### src/rtl/sigma_pkg.sv
// Shared constants and types for the sigma_act activation stage.
// Fixed-point format is Q3.12 signed: 1.0 == ONE_Q.
// Optional feature macro used by this slice: SIGMA_RELU_EN.
package sigma_pkg;

    localparam int unsigned ACT_W    = 16;
    localparam int unsigned Q_FRAC   = 12;
    localparam int unsigned ONE_Q    = 1 << Q_FRAC;   // 4096

    // PLAN breakpoints on |x|
    localparam int unsigned BP_5_0   = 20480;
    localparam int unsigned BP_2_375 = 9728;
    localparam int unsigned BP_1_0   = 4096;

    // PLAN segment offsets
    localparam int unsigned OFF_A    = 3456;
    localparam int unsigned OFF_B    = 2560;
    localparam int unsigned OFF_C    = 2048;

    typedef logic signed [ACT_W-1:0] act_t;

    typedef enum logic {
        ACT_SIGMOID = 1'b0,
        ACT_RELU    = 1'b1
    } act_mode_e;

endpackage

### src/rtl/sigma_plan.sv
// Two-stage PLAN sigmoid pipeline.
// S1 registers sign and saturated magnitude; S2 evaluates the piecewise
// curve and mirrors it for negative inputs.
// With SIGMA_RELU_EN defined, a per-sample act_sel bit travels with the
// data and selects ReLU instead of the sigmoid.
module sigma_plan
    import sigma_pkg::*;
#(
    parameter int unsigned DATA_W = 16
) (
    input  logic              clk,
    input  logic              reset,
`ifdef SIGMA_RELU_EN
    input  logic              in_act_sel,
`endif
    input  logic              in_valid,
    input  logic [DATA_W-1:0] in_data,
    output logic              s1_valid,
    output logic              out_valid,
    output logic [DATA_W-1:0] out_data
);

    localparam logic [DATA_W-1:0] MAG_MAX  = {1'b0, {(DATA_W-1){1'b1}}};
    localparam logic [DATA_W-1:0] MOST_NEG = {1'b1, {(DATA_W-1){1'b0}}};

    logic              s1_valid_q, s1_valid_d;
    logic              s1_sign_q,  s1_sign_d;
    logic [DATA_W-1:0] s1_mag_q,   s1_mag_d;
`ifdef SIGMA_RELU_EN
    act_mode_e         s1_mode_q,  s1_mode_d;
`endif
    logic              s2_valid_q, s2_valid_d;
    logic [DATA_W-1:0] s2_y_q,     s2_y_d;
    logic [DATA_W-1:0] curve_y;

    // S1: split the sample into sign and magnitude, saturating the most negative code
    always_comb begin
        s1_valid_d = in_valid;
        s1_sign_d  = in_data[DATA_W-1];
        if (!in_data[DATA_W-1]) begin
            s1_mag_d = in_data;
        end else if (in_data == MOST_NEG) begin
            s1_mag_d = MAG_MAX;
        end else begin
            s1_mag_d = -in_data;
        end
`ifdef SIGMA_RELU_EN
        s1_mode_d = in_act_sel ? ACT_RELU : ACT_SIGMOID;
`endif
    end

    // S2: evaluate the PLAN segment on |x|, then mirror about 0.5 for negative x
    always_comb begin
        s2_valid_d = s1_valid_q;
        if (s1_mag_q >= DATA_W'(BP_5_0)) begin
            curve_y = DATA_W'(ONE_Q);
        end else if (s1_mag_q >= DATA_W'(BP_2_375)) begin
            curve_y = (s1_mag_q >> 5) + DATA_W'(OFF_A);
        end else if (s1_mag_q >= DATA_W'(BP_1_0)) begin
            curve_y = (s1_mag_q >> 3) + DATA_W'(OFF_B);
        end else begin
            curve_y = (s1_mag_q >> 2) + DATA_W'(OFF_C);
        end
        s2_y_d = s1_sign_q ? (DATA_W'(ONE_Q) - curve_y) : curve_y;
`ifdef SIGMA_RELU_EN
        if (s1_mode_q == ACT_RELU) begin
            s2_y_d = s1_sign_q ? '0 : s1_mag_q;
        end
`endif
    end

    // Pipeline registers; reset flushes every in-flight sample
    always_ff @(posedge clk) begin
        if (reset) begin
            s1_valid_q <= 1'b0;
            s1_sign_q  <= 1'b0;
            s1_mag_q   <= '0;
`ifdef SIGMA_RELU_EN
            s1_mode_q  <= ACT_SIGMOID;
`endif
            s2_valid_q <= 1'b0;
            s2_y_q     <= '0;
        end else begin
            s1_valid_q <= s1_valid_d;
            s1_sign_q  <= s1_sign_d;
            s1_mag_q   <= s1_mag_d;
`ifdef SIGMA_RELU_EN
            s1_mode_q  <= s1_mode_d;
`endif
            s2_valid_q <= s2_valid_d;
            s2_y_q     <= s2_y_d;
        end
    end

    assign s1_valid  = s1_valid_q;
    assign out_valid = s2_valid_q;
    assign out_data  = s2_y_q;

endmodule

### src/rtl/sigma_act.sv
// Activation stage after the MAC: PLAN sigmoid pipeline feeding a
// per-neuron activation buffer with fill/overflow flags.
// Optional macro SIGMA_RELU_EN adds the act_sel port (ReLU select).
module sigma_act
    import sigma_pkg::*;
#(
    parameter int unsigned DATA_W      = 16,
    parameter int unsigned NUM_NEURONS = 10,
    parameter int unsigned ADDR_W      = 4
) (
    input  logic              clk,
    input  logic              reset,
`ifdef SIGMA_RELU_EN
    input  logic              act_sel,
`endif
    input  logic              mac_done,
    input  logic [DATA_W-1:0] mac_out,
    input  logic              clear,
    input  logic [ADDR_W-1:0] rd_addr,
    output logic [DATA_W-1:0] rd_data,
    output logic              buf_full,
    output logic              layer_done,
    output logic              overflow,
    output logic              busy
);

    localparam int unsigned PTR_W = $clog2(NUM_NEURONS + 1);

    logic              s1_valid;
    logic              s2_valid;
    logic [DATA_W-1:0] s2_y;

    logic [DATA_W-1:0] mem_q [NUM_NEURONS];
    logic [DATA_W-1:0] mem_d [NUM_NEURONS];
    logic [PTR_W-1:0]  wr_ptr_q,     wr_ptr_d;
    logic              buf_full_q,   buf_full_d;
    logic              layer_done_q, layer_done_d;
    logic              overflow_q,   overflow_d;
    logic [DATA_W-1:0] rd_data_q,    rd_data_d;

    sigma_plan #(
        .DATA_W (DATA_W)
    ) u_plan (
        .clk        (clk),
        .reset      (reset),
`ifdef SIGMA_RELU_EN
        .in_act_sel (act_sel),
`endif
        .in_valid   (mac_done),
        .in_data    (mac_out),
        .s1_valid   (s1_valid),
        .out_valid  (s2_valid),
        .out_data   (s2_y)
    );

    // Buffer write, pointer and flags; clear overrides the flags but a
    // colliding S2 result still lands in entry 0
    always_comb begin
        mem_d        = mem_q;
        wr_ptr_d     = wr_ptr_q;
        buf_full_d   = buf_full_q;
        overflow_d   = overflow_q;
        layer_done_d = 1'b0;
        if (clear) begin
            wr_ptr_d   = '0;
            buf_full_d = 1'b0;
            overflow_d = 1'b0;
            if (s2_valid) begin
                mem_d[0] = s2_y;
                wr_ptr_d = PTR_W'(1);
            end
        end else if (s2_valid) begin
            if (buf_full_q) begin
                overflow_d = 1'b1;
            end else begin
                for (int unsigned i = 0; i < NUM_NEURONS; i++) begin
                    if (PTR_W'(i) == wr_ptr_q) begin
                        mem_d[i] = s2_y;
                    end
                end
                wr_ptr_d = wr_ptr_q + PTR_W'(1);
                if (wr_ptr_q == PTR_W'(NUM_NEURONS - 1)) begin
                    buf_full_d   = 1'b1;
                    layer_done_d = 1'b1;
                end
            end
        end
    end

    // Read port samples the pre-write contents; out-of-range addresses read 0
    always_comb begin
        rd_data_d = '0;
        for (int unsigned i = 0; i < NUM_NEURONS; i++) begin
            if (ADDR_W'(i) == rd_addr) begin
                rd_data_d = mem_q[i];
            end
        end
    end

    // State registers
    always_ff @(posedge clk) begin
        if (reset) begin
            mem_q        <= '{default: '0};
            wr_ptr_q     <= '0;
            buf_full_q   <= 1'b0;
            layer_done_q <= 1'b0;
            overflow_q   <= 1'b0;
            rd_data_q    <= '0;
        end else begin
            mem_q        <= mem_d;
            wr_ptr_q     <= wr_ptr_d;
            buf_full_q   <= buf_full_d;
            layer_done_q <= layer_done_d;
            overflow_q   <= overflow_d;
            rd_data_q    <= rd_data_d;
        end
    end

    assign rd_data    = rd_data_q;
    assign buf_full   = buf_full_q;
    assign layer_done = layer_done_q;
    assign overflow   = overflow_q;
    assign busy       = s1_valid | s2_valid;

endmodule

### config.mk
export PLATFORM = sky130hd
export DESIGN_NAME = sigma_act
export DESIGN_NICKNAME = d
export VERILOG_FILES = /design/src/rtl/sigma_pkg.sv /design/src/rtl/sigma_plan.sv /design/src/rtl/sigma_act.sv
export SDC_FILE = /design/constraint.sdc
export NUM_CORES = 1
export LEC_CHECK = 0
export ABC_AREA = 1
export CORE_MARGIN = 2
export CORE_UTILIZATION = 33
export DETAILED_ROUTE_END_ITERATION = 10
export PLACE_DENSITY_LB_ADDON = 0.05
export SETUP_SLACK_MARGIN = 0.02
export SLEW_MARGIN = 20
export SYNTH_ARGS = -nofsm -noshare
export SYNTH_HDL_FRONTEND = slang
export SYNTH_SLANG_ARGS = --single-unit
### constraint.sdc
create_clock -name clk -period 2.35 [get_ports clk]
set_input_delay 0.3525 -clock clk [delete_from_list [all_inputs] [get_ports clk]]
set_output_delay 0.3525 -clock clk [all_outputs]
set_load 0.02 [all_outputs]
==> metrics.md, run 1 <==
| Metric | Value |
|---|---|
| DP HPWL | `23.1 mm` |
| Detailed Route Iter0 Violations | `596` |
| Final-report max-slew violation count | `0` |
| Combinational share of power | `0.096` |
| Ys async rst share | `0` |
| Core Box Area | `29700 sq um` |
| Ant diodes | `0` |
| Max incr delay on CP | `0.33 ns` |
| Mapped Area | `9960 sq um` |
| Power Density | `736 nW/um^2` |
| Sw frac | `0.260` |
| Vias/cell | `4.98` |
| Routed Antenna Nets | `0` |
| Yosys warns | `0` |
| Post-DR wirelength/cell | `18.2 um` |
| DRC violations left | `0` |
| # nets final | `1513` |
| CTS clock-pin slew for the worst setup and hold paths | `0.06 ns` |
| Arr. time, crit path | `2.54 ns` |
| Detailed Route WL | `34.2 mm` |
| Clock share of power | `0.467` |
| Seq/Total Area, Yosys | `0.438` |
| Worst min-delay path class | `in2reg` |
| Full die area | `31600 sq um` |
| CP Buf/Inv Count | `4` |
| Drt pass-1 iters | `5` |
| Vias | `9370` |
| Synth top area share | `0.438` |
| Commonest non-fill, non-tap cells in the layout | `nand2_1, a21oi_1, dfxtp_1` |
| Data required, critical path | `2.77 ns` |
| Max_cap viols | `0` |
| Final hold vios | `0` |
| Cell leakage power | `4.74 nW` |
| Sw Pwr | `0.00236 W` |
| Total Power | `0.00908 W` |
| Dominant cells by area after synthesis | `dfxtp_1, a21oi_1, nand2_1` |
| Placer Congestion | `0.825` |
| Total CTS buffers | `26` |
| Die Span Y | `178 um` |
| Max Fclk | `470 MHz` |
| Cells along the critical path | `buf_4 -> ha_1 -> nor2_2 -> nand2_2 -> inv_1 -> nand2_2 -> buf_4 -> a21oi_1 -> nand2_2 -> nand2_1 -> nor2_4 -> buf_4 -> nor3_1 -> nor2_1` |
| Final setup TNS | `0 ns` |
| Port Buffers | `43` |
| Vias in the first global route | `8999` |
| Levels on crit path | `14` |
| Worst-skew pair later-pin latency | `0.55 ns` |
| Root buffer cell | `clkbuf_16` |
| Gr usage total | `0.220` |
| Kind of critical path | `reg2reg` |
| Main flop type after synthesis | `dfxtp_1` |
| Clock sinks | `218` |
| Syn Inst Count | `1400` |
| Flops & latches, synth | `218` |
| Synth Area per Inst | `7.11 sq um` |
| RSZ-0062 raised after global routing | `true` |
| CTS max path bufs | `3` |
| Status | `completed` |
| Post-synth EDFFs | `0` |
| Max IR drop VDD | `0.537 mV` |
| Setup crit end kind | `flip-flop` |
| CTS tree | `done` |
| Synth cell types | `37` |
| Placed Area | `11400 sq um` |
| Final setup violation count | `0` |
| Least-Margin Pin Slew | `0.928 ns` |
| Layout cell share with drive strength beyond 1 | `0.124` |
| Internal power | `0.00671 W` |
| Post-route cell area | `12300 sq um` |
| Syn_nets | `1438` |
| Area leader, netlist | `dfxtp_1` |
| Seq pwr share | `0.437` |
| Critical path startpoint category | `flip-flop` |
| Crit-path max FO | `7` |
| Fin Clk Skew | `0.0279 ns` |
| Starting Density | `0.335` |
| Remaining global-route overflow | `0` |
| Fill cells | `3138` |
| Worst path top cell family by delay | `simple AND/OR/NAND/NOR gates` |
| H-tree Lvls | `1` |
| Cells on worst reg2reg path | `14` |
| Final Util | `0.415` |
| Largest net degree at the start of global routing | `74` |
| Die X | `178 um` |
| Initial antenna violation count | `1` |
| Row cnt | `63` |
| Period utilization | `0.905` |
| Worst Hold Depth | `2` |
| Max stage delay cell, worst path | `dfxtp_1` |
| Hold_buf cts | `0` |
| Slew headroom | `0.382` |
| Synthesis-to-finish area growth | `23.9%` |
| Ports | `44` |
| First-pass GRT wire length | `53.4 mm` |
| Post-route minimum period | `2.13 ns` |
## power by group through the flow
| stage | registers (W) | clock network, W | logic, W |
|---|---|---|---|
| global placement | 0.00405 | 0 | 0.000864 |
| global route | 0.00398 | 0.00448 | 0.000983 |
| floorplan | 0.00389 | 0 | 0.000602 |
| finish | 0.00396 | 0.00424 | 0.000871 |
| detailed placement | 0.00405 | 0 | 0.000861 |
| CTS | 0.00397 | 0.00432 | 0.000865 |
## stage by stage
| stage | hold WS (ns) | cells | worst slack (ns) |
|---|---|---|---|
| final | 0.0523 | 1883 | 0.223 |
| after global routing | 0.0488 | 1883 | 0.00584 |
| after CTS | 0.0400 | 1882 | 0.157 |
| after detailed placement | 0.438 | 1836 | -0.197 |
| after global placement | 0.430 | 1836 | -0.208 |
| after floorplan | 0.410 | 1400 | 0.255 |
## synthesized netlist by cell type, drive strengths merged, types with 3 or more instances
cell type	instances
a211oi	24
nor2	100
a21oi	224
o2111ai	5
nand3	142
o21ai	108
xor2	4
buf	17
o22ai	13
inv	167
ha	14
dfxtp	218
clkbuf	79
nand4	14
xnor2	3
nand2	232
nor3	16
a31oi	9
## worst reg2reg max path: stages (launching register included)
cell     delay [ns]
dfxtp_1        0.33
buf_4          0.15
ha_1           0.20
nor2_2         0.12
nand2_2        0.08
inv_1          0.07
nand2_2        0.11
buf_4          0.19
a21oi_1        0.16
nand2_2        0.12
nand2_1        0.12
nor2_4         0.06
buf_4          0.13
nor3_1         0.12
nor2_1         0.06
## routing by layer
layer / part of all wire / GRT usage / up-vias
li1: - / - / 4772
met1: 0.49 / 0.310 / 4352
met2: 0.45 / 0.363 / 206
met3: 0.042 / 0.0251 / 40
met4: 0.015 / 0.0437 / 0
met5: 0 / 0 / -
## registers in the layout (all words and copies together) (netlist names)
signal / count
mem_q: 160
rd_data: 16
u_plan.out_data: 16
u_plan.s1_mag_q: 16
wr_ptr_q: 4
buf_full: 1
layer_done: 1
overflow: 1
u_plan.out_valid: 1
u_plan.s1_sign_q: 1
u_plan.s1_valid: 1
## area by class of cell
| class | instances | area [sq um] | share of cell area |
|---|---|---|---|
| clock buffers | 37 | 732 | 0.0593 |
| clock inverters | 9 | 159 | 0.0129 |
| inverters | 169 | 634 | 0.0514 |
| multi-input cells | 917 | 4610 | 0.374 |
| flip-flops and latches | 218 | 4370 | 0.354 |
| well taps | 390 | 488 | 0.0396 |
| repair buffers | 143 | 1350 | 0.109 |
## cell families (layout without fill, tap and decap cells)
group           after synthesis  after routing  share of synthesized area
buf+inv                     265            358                      0.104
simple gates                508            508                      0.226
xor+xnor                      7              7                    0.00616
flops                       218            218                      0.438
fa+ha+maj                    14             14                     0.0176
compound gates              388            388                      0.208
## final timing paths
kind                                       start                       endpoint  slack, ns
setup / recovery  u_plan.s1_mag_q[13]$_SDFF_PP0_  u_plan.out_data[6]$_SDFF_PP0_       0.22
hold / removal                             reset    u_plan.out_valid$_SDFF_PP0_       0.05
setup reg to reg  u_plan.s1_mag_q[13]$_SDFF_PP0_  u_plan.out_data[6]$_SDFF_PP0_       0.22
hold reg to reg          mem_q[103]$_SDFFE_PP0P_        mem_q[103]$_SDFFE_PP0P_       0.45
## what timing repair did
action | 4_1_cts | 5_1_grt
endpoints found under the setup margin | 0 | 11
buffers inserted | 0 | 1
endpoints found under the hold margin | 0 | 0
resized for setup | 0 | 8
Note: power is estimated with default switching activity, not from simulation.
==> run 2: changes to the inputs <==
Settings changed: CELL_PAD_IN_SITES_DETAIL_PLACEMENT set to 1, CELL_PAD_IN_SITES_GLOBAL_PLACEMENT set to 2, SYNTH_HIERARCHICAL set to 1.
==> run 2 against run 1 <==
Compared with the run above:
- via count rose by 3.4%
- register-to-register slack got worse by 0.04 ns
- count of clock-buffer cells in the layout rose by 6
- critical path type unchanged
- largest power group is now sequential cells
==> metrics.md, run 2 <==
| Metric | Value |
|---|---|
| RSZ-0062 raised after global routing | `true` |
| Die Span Y | `180 um` |
| Core Box Area | `30600 sq um` |
| Hold_buf cts | `0` |
| CTS max path bufs | `3` |
| Synth cell types | `41` |
| Detailed Route Iter0 Violations | `443` |
| Commonest non-fill, non-tap cells in the layout | `nand2_1, dfxtp_1, a21oi_1` |
| Final hold vios | `0` |
| Reg2reg start | `u_plan/s1_mag_q[12]$_SDFF_PP0_` |
| Placer Congestion | `0.780` |
| Detailed Route WL | `34.4 mm` |
| Worst Hold Depth | `2` |
| CTS tree | `done` |
| Ports | `44` |
| Hold Path Origin | `reset` |
| Max reg flops | `160` |
| DP HPWL | `24.1 mm` |
| Internal power | `0.00650 W` |
| Top cells by count, synth | `nand2_1, dfxtp_1, a21oi_1, inv_1` |
| Final-report max-slew violation count | `0` |
| Die X | `180 um` |
| Drt pass-1 iters | `5` |
| Period utilization | `0.920` |
| Cell leakage power | `4.79 nW` |
| FF-to-FF setup slack | `0.19 ns` |
| Vias | `9687` |
| Worst slack at placement | `-0.131 ns` |
| Arr. time, crit path | `2.55 ns` |
| Crit-path max FO | `5` |
| Commonest non-fill, non-tap cell in the layout | `nand2_1` |
| Starting Density | `0.335` |
| Sw frac | `0.263` |
| Fin cells | `1937` |
| Status | `completed` |
| Yosys warns | `6` |
| Final setup violation count | `0` |
| Final Util | `0.403` |
| Main flop type after synthesis | `dfxtp_1` |
| Vias/cell | `5.00` |
| Max IR drop VDD | `0.473 mV` |
| Setup crit end kind | `flip-flop` |
| Least-Margin Pin Slew | `0.672 ns` |
| Sw Pwr | `0.00232 W` |
| Data required, critical path | `2.74 ns` |
| Power Density | `715 nW/um^2` |
| Worst-skew pair later-pin latency | `0.52 ns` |
| Cells on worst reg2reg path | `14` |
| Placed cell count | `1888` |
| Clock sinks | `218` |
| Post-DR wirelength/cell | `17.8 um` |
| Ys async rst share | `0` |
| Mapped Area | `10300 sq um` |
| Root buffer cell | `clkbuf_16` |
| Synth Area per Inst | `6.99 sq um` |
| Post-synth EDFFs | `0` |
| DRC violations left | `0` |
| Initial antenna violation count | `0` |
| Row cnt | `64` |
| Gr usage total | `0.212` |
| First-pass GRT wire length | `55.7 mm` |
| Clock share of power | `0.449` |
| Kind of critical path | `reg2reg` |
| Total CTS buffers | `27` |
| Area leader, netlist | `dfxtp_1` |
| R2R Path End | `u_plan/out_data[14]$_SDFF_PP0_` |
| Full die area | `32500 sq um` |
| Critical path startpoint category | `flip-flop` |
| Flops & latches, synth | `218` |
| Seq pwr share | `0.449` |
| Slew headroom | `0.551` |
| Worst min-delay path class | `in2reg` |
| Fin worst setup slack | `0.187 ns` |
| Seq/Total Area, Yosys | `0.425` |
| Largest Register | `mem_q` |
| Synthesis-to-finish area growth | `20.1%` |
| Vias in the first global route | `9751` |
| Hold Path End | `u_plan/s1_mag_q[3]$_SDFF_PP0_` |
| Count leader, synth | `nand2_1` |
| Dominant cells by area after synthesis | `dfxtp_1, a21oi_1, nand2_1` |
| Ant diodes | `0` |
| Combinational share of power | `0.102` |
| H-tree Lvls | `1` |
| Remaining global-route overflow | `0` |
| Fin Clk Skew | `0.0102 ns` |
| # nets final | `1561` |
| Synth top area share | `0.425` |
| Syn_nets | `1506` |
| Layout cell share with drive strength beyond 1 | `0.123` |
| Syn Inst Count | `1468` |
| Max_cap viols | `0` |
| Post-route minimum period | `2.16 ns` |
| CTS clock-pin slew for the worst setup and hold paths | `0.05 ns` |
| Largest net degree at the start of global routing | `76` |
| Routed Antenna Nets | `0` |
| Port Buffers | `43` |
| Max Fclk | `462 MHz` |
-- run 2: how the worst max path moves through the flow --
| stage | endpoint | startpoint |
|---|---|---|
| after CTS | u_plan/out_data[14]$_SDFF_PP0_ | u_plan/s1_mag_q[13]$_SDFF_PP0_ |
| after detailed placement | u_plan/s1_mag_q[1]$_SDFF_PP0_ | mac_out[0] |
| after global placement | u_plan/s1_mag_q[1]$_SDFF_PP0_ | mac_out[0] |
| after floorplan | u_plan/out_data[8]$_SDFF_PP0_ | u_plan/s1_mag_q[14]$_SDFF_PP0_ |
| final | u_plan/out_data[14]$_SDFF_PP0_ | u_plan/s1_mag_q[12]$_SDFF_PP0_ |
| after global routing | u_plan/out_data[14]$_SDFF_PP0_ | u_plan/s1_mag_q[13]$_SDFF_PP0_ |
-- run 2: final cells by class --
type / instances / area (sq um)
clock buffer: 43 / 786
clock inverter: 4 / 45.0
fill: 3867 / 18300
inverter: 170 / 641
multi-input combinational: 986 / 4830
sequential: 218 / 4370
tap: 396 / 495
timing repair buffer: 120 / 1160
-- run 2: power groups by stage --
| stage | registers (W) | logic [W] | clock network, W |
|---|---|---|---|
| after floorplan | 0.00390 | 0.000630 | 0 |
| after global placement | 0.00404 | 0.000881 | 0 |
| after detailed placement | 0.00404 | 0.000889 | 0 |
| after CTS | 0.00396 | 0.000895 | 0.00407 |
| after global routing | 0.00397 | 0.00101 | 0.00424 |
| final | 0.00396 | 0.000899 | 0.00396 |
-- run 2: per-stage QoR --
step / hold slack [ns] / TNS (ns) / cell area, sq um / total power [W]
after floorplan: 0.398 / 0 / 10300 / 0.00453
after global placement: 0.401 / -0.00448 / 11500 / 0.00493
after detailed placement: 0.411 / -0.131 / 11500 / 0.00493
after CTS: 0.201 / 0 / 12300 / 0.00892
after global routing: 0.226 / 0 / 12300 / 0.00922
final: 0.219 / 0 / 12300 / 0.00881
-- run 2: cell families after synthesis --
logic type / after synthesis / synth area share
simple gates: 601 / 0.263
buf+inv: 264 / 0.105
fa+ha+maj: 14 / 0.0171
compound gates: 365 / 0.184
flops: 218 / 0.425
xor+xnor: 6 / 0.00512
-- run 2: layer usage --
| metal | GRT usage | share of wire |
|---|---|---|
| met5 | 0 | 0 |
| met4 | 0.0374 | 0.019 |
| met3 | 0.0230 | 0.023 |
| met2 | 0.355 | 0.46 |
| met1 | 0.298 | 0.49 |
-- run 2: timing repair --
action | in CTS | in global routing
gates cloned | 0 | 0
pin swaps | 0 | 1
resized for setup | 1 | 7
setup buffers | 0 | 2
setup endpoints to repair | 1 | 11
-- run 2: worst max-delay path, cell delays in order, from the launching register on --
cell,delay [ns]
dfxtp_2,0.38
inv_2,0.08
ha_1,0.19
inv_1,0.13
nor2_4,0.08
buf_4,0.14
nand3_1,0.07
nand3_1,0.07
nand2_1,0.15
ha_1,0.22
nand3_2,0.12
inv_2,0.10
nand3_2,0.12
nor2_2,0.13
nor3_2,0.06
==> run 3: changes to the inputs <==
Settings changed: SLEW_MARGIN 20 to unset.
Clock period 2.35 ns to 2.2 ns, I/O delays scaled along.
==> run 3 against run 2 <==
Compared with the run above:
- cell count rose by 1.9%
- combinational power is 33% higher
- sequential power increased by 6.8%
- highest routed layer unchanged
- wire length up 2.1%
- total power grew 14%
==> metrics.md, run 3 (synthesized netlist as in run 2, its figures left out) <==
| Metric | Value |
|---|---|
| Ports | `44` |
| Placed Area | `11600 sq um` |
| Period utilization | `0.960` |
| Largest net degree at the start of global routing | `74` |
| CTS max path bufs | `3` |
| Kind of critical path | `reg2reg` |
| Final Util | `0.428` |
| Detailed Route WL | `35.1 mm` |
| Commonest non-fill, non-tap cell in the layout | `nand2_1` |
| Crit-path max FO | `5` |
| Least-Margin Pin Slew | `0.703 ns` |
| Max reg flops | `160` |
| Final hold vios | `0` |
| First-pass GRT wire length | `55.4 mm` |
| Cell leakage power | `5.12 nW` |
| Sw Pwr | `0.00264 W` |
| Max incr delay on CP | `0.37 ns` |
| Worst-skew pair later-pin latency | `0.53 ns` |
| Clock sinks | `218` |
| H-tree Lvls | `1` |
| Die Span Y | `180 um` |
| Status | `completed` |
| Core Box Area | `30600 sq um` |
| Die X | `180 um` |
| Commonest non-fill, non-tap cells in the layout | `nand2_1, dfxtp_1, a21oi_1` |
| Data required, critical path | `2.62 ns` |
| Vias/cell | `4.96` |
| Max_cap viols | `0` |
| Post-DR wirelength/cell | `17.8 um` |
| Starting Density | `0.335` |
| Largest Register | `mem_q` |
| Cells along the critical path | `buf_12 -> ha_4 -> nor2_2 -> nand2_1 -> inv_2 -> nand2_4 -> inv_6 -> nand3_2 -> nand2_2 -> buf_6 -> nand2_2 -> nor2_4 -> nand3_2 -> nand2_2 -> nand3_1 -> nand2_1 -> nor2_1` |
| Drt pass-1 iters | `4` |
| Worst slack at placement | `-0.188 ns` |
| Root buffer cell | `clkbuf_16` |
| Worst path most repeated cell | `nand2_2` |
| Detailed Route Iter0 Violations | `486` |
| Synthesis-to-finish area growth | `27.5%` |
| Vias | `9800` |
| Internal power | `0.00737 W` |
| Max Fclk | `473 MHz` |
| Fin worst setup slack | `0.0871 ns` |
| Final setup violation count | `0` |
| Routed Antenna Nets | `0` |
| Hold_buf cts | `0` |
| Ant diodes | `0` |
| Total CTS buffers | `27` |
| Gr usage total | `0.211` |
| Initial antenna violation count | `0` |
| Setup crit end kind | `flip-flop` |
| Power Density | `765 nW/um^2` |
| DP HPWL | `23.8 mm` |
| Slew headroom | `0.532` |
| DRC violations left | `0` |
| Arr. time, crit path | `2.54 ns` |
| Final-report max-slew violation count | `0` |
| Seq pwr share | `0.423` |
| Port Buffers | `43` |
| Sw frac | `0.264` |
| Cells on worst reg2reg path | `17` |
| Critical path startpoint category | `flip-flop` |
| Clock share of power | `0.457` |
| Max stage delay cell, worst path | `dfxtp_4` |
| Post-route cell area | `13100 sq um` |
| Fin Clk Skew | `0.0123 ns` |
| Max IR drop VDD | `0.556 mV` |
| Worst min-delay path class | `in2reg` |
| Post-route minimum period | `2.11 ns` |
| Full die area | `32500 sq um` |
| Row cnt | `64` |
| Layout cell share with drive strength beyond 1 | `0.176` |
| Combinational share of power | `0.120` |
| Remaining global-route overflow | `0` |
| CTS tree | `done` |
| Worst Hold Depth | `2` |
| Placer Congestion | `0.766` |
| # nets final | `1596` |
| CTS clock-pin slew for the worst setup and hold paths | `0.06 ns` |
| Vias in the first global route | `9653` |
==> run 3: power groups by stage <==
stage	logic (W)	clock network, W	registers [W]
3_3_place_gp	0.000945	0	0.00432
4_1_cts	0.000970	0.00471	0.00423
3_5_place_dp	0.000958	0	0.00432
5_1_grt	0.00133	0.00487	0.00425
2_1_floorplan	0.000673	0	0.00416
6_report	0.00120	0.00457	0.00423
==> run 3: per-stage QoR <==
step	setup TNS [ns]	hold WS, ns	total power [W]	instances
after floorplan	0	0.398	0.00484	1468
after global placement	-0.767	0.401	0.00527	1905
after detailed placement	-2.04	0.420	0.00528	1905
after CTS	0	0.157	0.00991	1954
after global routing	-0.0873	0.181	0.0105	1974
final	0	0.169	0.0100	1974
==> run 3: metal layers <==
| layer | wire (um) | global-route usage | vias up | share of wire |
|---|---|---|---|---|
| li1 | - | - | 4955 | - |
| met1 | 17300 | 0.301 | 4707 | 0.49 |
| met2 | 16400 | 0.349 | 101 | 0.47 |
| met3 | 953 | 0.0230 | 37 | 0.027 |
| met4 | 499 | 0.0329 | 0 | 0.014 |
| met5 | 0 | 0 | - | 0 |
==> run 3: path summary, 6_finish.rpt <==
| path | startpoint | endpoint | slack, ns |
|---|---|---|---|
| setup reg to reg | u_plan/s1_mag_q[12]$_SDFF_PP0_ | u_plan/out_data[11]$_SDFF_PP0_ | 0.09 |
| setup / recovery | u_plan/s1_mag_q[12]$_SDFF_PP0_ | u_plan/out_data[11]$_SDFF_PP0_ | 0.09 |
| hold reg to reg | u_plan/s1_valid$_SDFF_PP0_ | u_plan/out_valid$_SDFF_PP0_ | 0.43 |
| hold / removal | reset | layer_done$_SDFF_PP0_ | 0.17 |
==> run 3: timing repair <==
item,in CTS,in global routing
pin swaps,1,35
buffers inserted,0,17
gates resized for setup,6,83
cloned,0,3
setup endpoints to repair,8,13
==> run 3: layout make-up <==
cell class	count	area, sq um
fillers	3814	17500
clock buffers	43	836
multi-input cells	986	5090
inverters	170	651
flip-flops and latches	218	4380
repair buffers	155	1550
clock inverters	6	87.6
well taps	396	495
==> run 3: worst max-delay path, delay by kind of cell, from the launching register on <==
kind                       cells  cell delay [ns]
and+or+nand+nor               12             1.05
adders and majority gates      1             0.15
buffers and inverters          4             0.44
DFF                            1             0.37
